`src/rtl/cpu_defs.sv`:
```
// Shared CPU definitions: mul/div operation encoding used by Execute.
`timescale 1ns/1ps

package cpu_defs;

  // One 2-bit code serves both units: MUL uses LO/HI/HIU, DIV uses Q/R/QU/RU.
  typedef enum logic [1:0] {
    MdLoQ   = 2'd0,
    MdHiR   = 2'd1,
    MdHiuQu = 2'd2,
    MdRu    = 2'd3
  } md_op_t;

  localparam logic [31:0] DivZeroQuot = 32'hFFFF_FFFF;

  function automatic logic md_is_signed(input md_op_t op);
    return ~op[1];
  endfunction

  function automatic logic md_mul_hi(input md_op_t op);
    return op != MdLoQ;
  endfunction

  function automatic logic md_div_rem(input md_op_t op);
    return op[0];
  endfunction

endpackage

```
`src/rtl/muldiv_ctrl.sv`:
```
// Execute-stage sequencer for the pipelined multiplier and the iterative divider:
// launches one unit, stalls execute until the result is captured, holds it for Memory1.
`timescale 1ns/1ps

module muldiv_ctrl
  import cpu_defs::*;
#(
  parameter int unsigned MUL_LAT = 2
) (
  input  logic        clk,
  input  logic        rst,
  input  logic        req_valid,
  input  logic        req_is_div,
  input  md_op_t      req_op,
  input  logic [31:0] req_a,
  input  logic [31:0] req_b,
  input  logic        flush,
  input  logic        next_rdy,
  output logic        mul_start,
  output logic        mul_signed,
  input  logic [63:0] mul_prod,
  output logic        div_start,
  output logic        div_signed,
  input  logic        div_done,
  input  logic [31:0] div_q,
  input  logic [31:0] div_r,
  output logic        unit_cancel,
  output logic        eu_stall,
  output logic        res_valid,
  output logic [31:0] res
);

  localparam int unsigned CntW = (MUL_LAT > 1) ? $clog2(MUL_LAT) : 1;

  typedef enum logic [1:0] {StIdle, StMulWait, StDivWait, StDone} state_e;

  state_e          r_state, w_state_nxt;
  logic [CntW-1:0] r_cnt, w_cnt_nxt;
  md_op_t          r_op, w_op_nxt, w_op;
  logic [31:0]     r_res, w_res_nxt;
  logic            r_res_valid, w_res_valid_nxt;
  logic            w_launch;

  always_ff @(posedge clk or posedge rst) begin
    if (rst) begin
      r_state     <= StIdle;
      r_cnt       <= '0;
      r_op        <= MdLoQ;
      r_res       <= '0;
      r_res_valid <= 1'b0;
    end else begin
      r_state     <= w_state_nxt;
      r_cnt       <= w_cnt_nxt;
      r_op        <= w_op_nxt;
      r_res       <= w_res_nxt;
      r_res_valid <= w_res_valid_nxt;
    end
  end

  always_comb begin
    w_state_nxt     = r_state;
    w_cnt_nxt       = r_cnt;
    w_op_nxt        = r_op;
    w_res_nxt       = r_res;
    w_res_valid_nxt = r_res_valid;
    unique case (r_state)
      StIdle: begin
        if (req_valid && !flush) begin
          w_op_nxt = req_op;
          if (!req_is_div) begin
            w_cnt_nxt   = CntW'(MUL_LAT - 1);
            w_state_nxt = StMulWait;
          end else if (req_b == '0) begin
            // Divide-by-zero never reaches the divider; the result is architecturally fixed.
            w_res_nxt       = md_div_rem(req_op) ? req_a : DivZeroQuot;
            w_res_valid_nxt = 1'b1;
            w_state_nxt     = StDone;
          end else begin
            w_state_nxt = StDivWait;
          end
        end
      end
      StMulWait: begin
        if (flush) begin
          w_cnt_nxt   = '0;
          w_state_nxt = StIdle;
        end else if (r_cnt == '0) begin
          w_res_nxt       = md_mul_hi(r_op) ? mul_prod[63:32] : mul_prod[31:0];
          w_res_valid_nxt = 1'b1;
          w_state_nxt     = StDone;
        end else begin
          w_cnt_nxt = r_cnt - CntW'(1);
        end
      end
      StDivWait: begin
        if (flush) begin
          w_state_nxt = StIdle;
        end else if (div_done) begin
          w_res_nxt       = md_div_rem(r_op) ? div_r : div_q;
          w_res_valid_nxt = 1'b1;
          w_state_nxt     = StDone;
        end
      end
      StDone: begin
        if (flush || next_rdy) begin
          w_res_valid_nxt = 1'b0;
          w_state_nxt     = StIdle;
        end
      end
      default: begin
        w_res_valid_nxt = 1'b0;
        w_state_nxt     = StIdle;
      end
    endcase
  end

  always_comb begin
    // In IDLE the op is not latched yet, so signedness follows the request for the launch pulse.
    w_op        = (r_state == StIdle) ? req_op : r_op;
    w_launch    = !rst && (r_state == StIdle) && req_valid && !flush;
    mul_start   = w_launch && !req_is_div;
    div_start   = w_launch && req_is_div && (req_b != '0);
    mul_signed  = md_is_signed(w_op);
    div_signed  = md_is_signed(w_op);
    unit_cancel = !rst && flush && (r_state != StIdle);
    eu_stall    = !rst && req_valid && !flush && (r_state != StDone);
  end

  assign res       = r_res;
  assign res_valid = r_res_valid;

endmodule
```
`config.mk`:
```
export PLATFORM = sky130hd
export DESIGN_NAME = muldiv_ctrl
export DESIGN_NICKNAME = d
export VERILOG_FILES = /design/src/rtl/cpu_defs.sv /design/src/rtl/muldiv_ctrl.sv
export SDC_FILE = /design/constraint.sdc
export NUM_CORES = 1
export LEC_CHECK = 0
export CORE_MARGIN = 8
export CORE_UTILIZATION = 30
export CTS_CLUSTER_SIZE = 40
export DETAILED_ROUTE_END_ITERATION = 10
export GPL_ROUTABILITY_DRIVEN = 0
export PLACE_DENSITY_LB_ADDON = 0.15
export REMOVE_ABC_BUFFERS = 1
export SYNTH_ARGS = -nofsm -noshare
export SYNTH_HDL_FRONTEND = slang
export SYNTH_SLANG_ARGS = --single-unit
```
`constraint.sdc`:
```
create_clock -name clk -period 2.9 [get_ports clk]
set_input_delay 0.58 -clock clk [delete_from_list [all_inputs] [get_ports clk]]
set_output_delay 0.58 -clock clk [all_outputs]
set_load 0.01 [all_outputs]
```
==> impl_metrics.ini <==
[status]
status = finished, final reports clean

[setup_path]
worstPathMaxFanout = 4
critical_path_class = in -> out
critical_path.most_common_cell = clkdlybuf4s50_1
critPathMaxStageDelay_ns = 0.58
critPathCaptureType = primary output
cp.required_ns = 2.32
crit_chain = clkdlybuf4s50_1 > buf_4 > nand2b_1 > nor3_1 > clkdlybuf4s50_1
arrival_ns = 2.06
cp-start-kind = input port
cp_slowest_cell = clkdlybuf4s50_1

[detailed_routing]
drtAntennaViolNets = 0
drtIter0Drc = 90
routedWlPerCell_um = 17.7
drt-pass1-iter-count = 4
vias = 3462
drt-total-wl_mm = 12.9
drc = 0
vias_per_cell = 4.76

[floorplan]
die_h_um = 120
coreArea_um2 = 10700
die-area_um2 = 14300
num_io_pins = 240
initial_core_util_pct = 30.2
dieWidth_um = 120
rows = 38

[placed_design]
placement.cell_area_um2 = 5810
port_buffers = 239
dp_hpwl_mm = 10.1

[flow_run]
maxCapViolCount = 0

[pwr]
ir_drop_v = 0.000530
p_per_area_nw_per_um2 = 926
leakage_uw = 0.00247

[clocking]
cts-root-buf = clkbuf_8
htreeDepth = 2
cts_setup_buffers = 0
ctsResizeCount = 0
clk_pin_slew_ns = 0.07
clock-sinks = 38
clk_latency_ns = 0.29
cts_tree = built
clockBufferDepth = 2
cts_hold_buf = 0
numCtsBuffers = 5

[sta]
fmax_ghz = 0.379
fin_crit_sh_pct = 91.0
report.final.setup_viol = 0
hold_violations = 0
min_period_ns = 2.64
drv_slew = 0
tightest_slew_ns = 0.801
setup_tns_ns = 0
skew_ns = 0.00755
maxSlewHeadroom_pct = 46.5
rsz0062_at_grt = false

[synthesis]
seq_area_frac_synth_pct = 29.5
ys_ff_latch = 38
syn_inst = 353
avgSynthCellArea_um2 = 9.12
yosysWarnings = 0
syn_area_um2 = 3220
ys_types = 30

[global_routing]
grt-ovfl-total = 0
grt_pass1_wl_mm = 20.0
antenna_found_initial = 0
grt_max_degree = 39
grt_usage_pct = 17.3
grt_pass1_vias = 3765

[cells_and_area]
nNetsFinal = 793
register_area_um2 = 952
fillers = 993
final_area_um2 = 5910
layout_common_cells = 238 x clkdlybuf4s50_1, 67 x nor2_1, 66 x a21oi_1
antennaDiodeCount = 0
final_common_cell = clkdlybuf4s50_1
multi_input_area_um2 = 2130
syn_to_final_growth_pct = 83.5
drive_gt1_share_pct = 15.8

[min_path]
worstHoldPathType = reg -> reg
-- final cells by class --
class                           count  area share [%]
Clock buffer                        7            1.46
Clock inverter                      1          0.0847
Inverter                            9           0.572
Multi-Input combinational cell    280            36.0
Sequential cell                    38            16.1
Tap cell                          140            2.96
Timing Repair Buffer              252            42.8
-- metal layers --
layer	up-vias	wire, um	part of all wire (%)	global-route usage, %
met5	-	0	0	0
met2	136	6520	51	31.6
met3	8	1040	8.1	5.68
li1	1715	-	-	-
met4	0	103	0.80	3.12
met1	1603	5190	40	19.2
-- where the power goes --
group          total (uW)  leakage (uW)  internal [uW]  switching [uW]
Clock                 370     0.0000482            192             178
Sequential            991      0.000438            828             163
Combinational        4110       0.00198           2290            1820
Total                5470       0.00247           3310            2160
-- path summary, 6_finish.rpt --
path,slack (ns),depth (start not counted),start,endpoint
setup reg to reg,0.58,9,r_state[1],res[3]
min in group asynchronous,0.89,2,rst,r_cnt
setup / recovery,0.26,5,flush,eu_stall
hold reg to reg,0.50,2,r_cnt,r_cnt
hold / removal,0.50,2,r_cnt,r_cnt
max in group asynchronous,1.45,2,rst,r_op[0]
-- cell usage after synthesis --
cell	number	share of area (%)
nor3b_1	1	0.23
nand2b_1	3	0.58
o21ai_1	1	0.16
buf_2	7	1.1
a21oi_2	1	0.27
buf_6	3	1.0
o21ai_0	4	0.62
clkbuf_1	15	1.7
nor4_1	9	1.7
mux2i_1	34	11
clkinv_1	1	0.12
ha_1	6	2.3
dfrtp_1	38	30
nor3_1	5	0.78
nand2_1	7	0.82
mux2_2	36	13
nor2b_1	1	0.19
nor2_1	68	7.9
buf_4	1	0.23
nor4_4	1	0.66
nand3_1	1	0.16
mux2_4	30	14
a21boi_0	1	0.23
inv_1	8	0.93
o211ai_1	1	0.23
o2111ai_1	1	0.27
a22oi_1	1	0.23
a21oi_1	66	10
a31oi_1	1	0.19
o31ai_1	1	0.23
-- flip-flops by register name (all words and copies together), names as in the netlist --
register / count
r_state: 2
res: 32
res_valid: 1
r_op: 2
r_cnt: 1
-- worst max-delay path, delay by kind of cell --
kind | cells | cell delay [ns]
simple gates | 2 | 0.32
buf+inv | 3 | 1.14
-- cell families (layout without fill, tap and decap cells) --
| logic type | after synthesis | in the layout | synth area share, % |
|---|---|---|---|
| muxes | 100 | 100 | 37.2 |
| DFF | 38 | 38 | 29.5 |
| and+or+nand+nor | 96 | 96 | 13.1 |
| adders and majority gates | 6 | 6 | 2.33 |
| buffers and inverters | 35 | 269 | 5.17 |
| AOI/OAI and AO/OA | 78 | 78 | 12.7 |
-- per-stage QoR --
stage	power (uW)	std cells	utilization [%]	setup slack, ns	hold slack [ns]
finish	5470	727	55.5	0.260	0.499
CTS	5580	727	55.4	0.0187	0.502
detailed placement	5180	719	54.5	0.0276	0.483
global route	5920	727	55.5	0.164	0.523
global placement	5130	719	54.5	0.0649	0.470
floorplan	3590	327	-	-0.753	0.447
No activity file was read; power rests on OpenSTA's default activity.
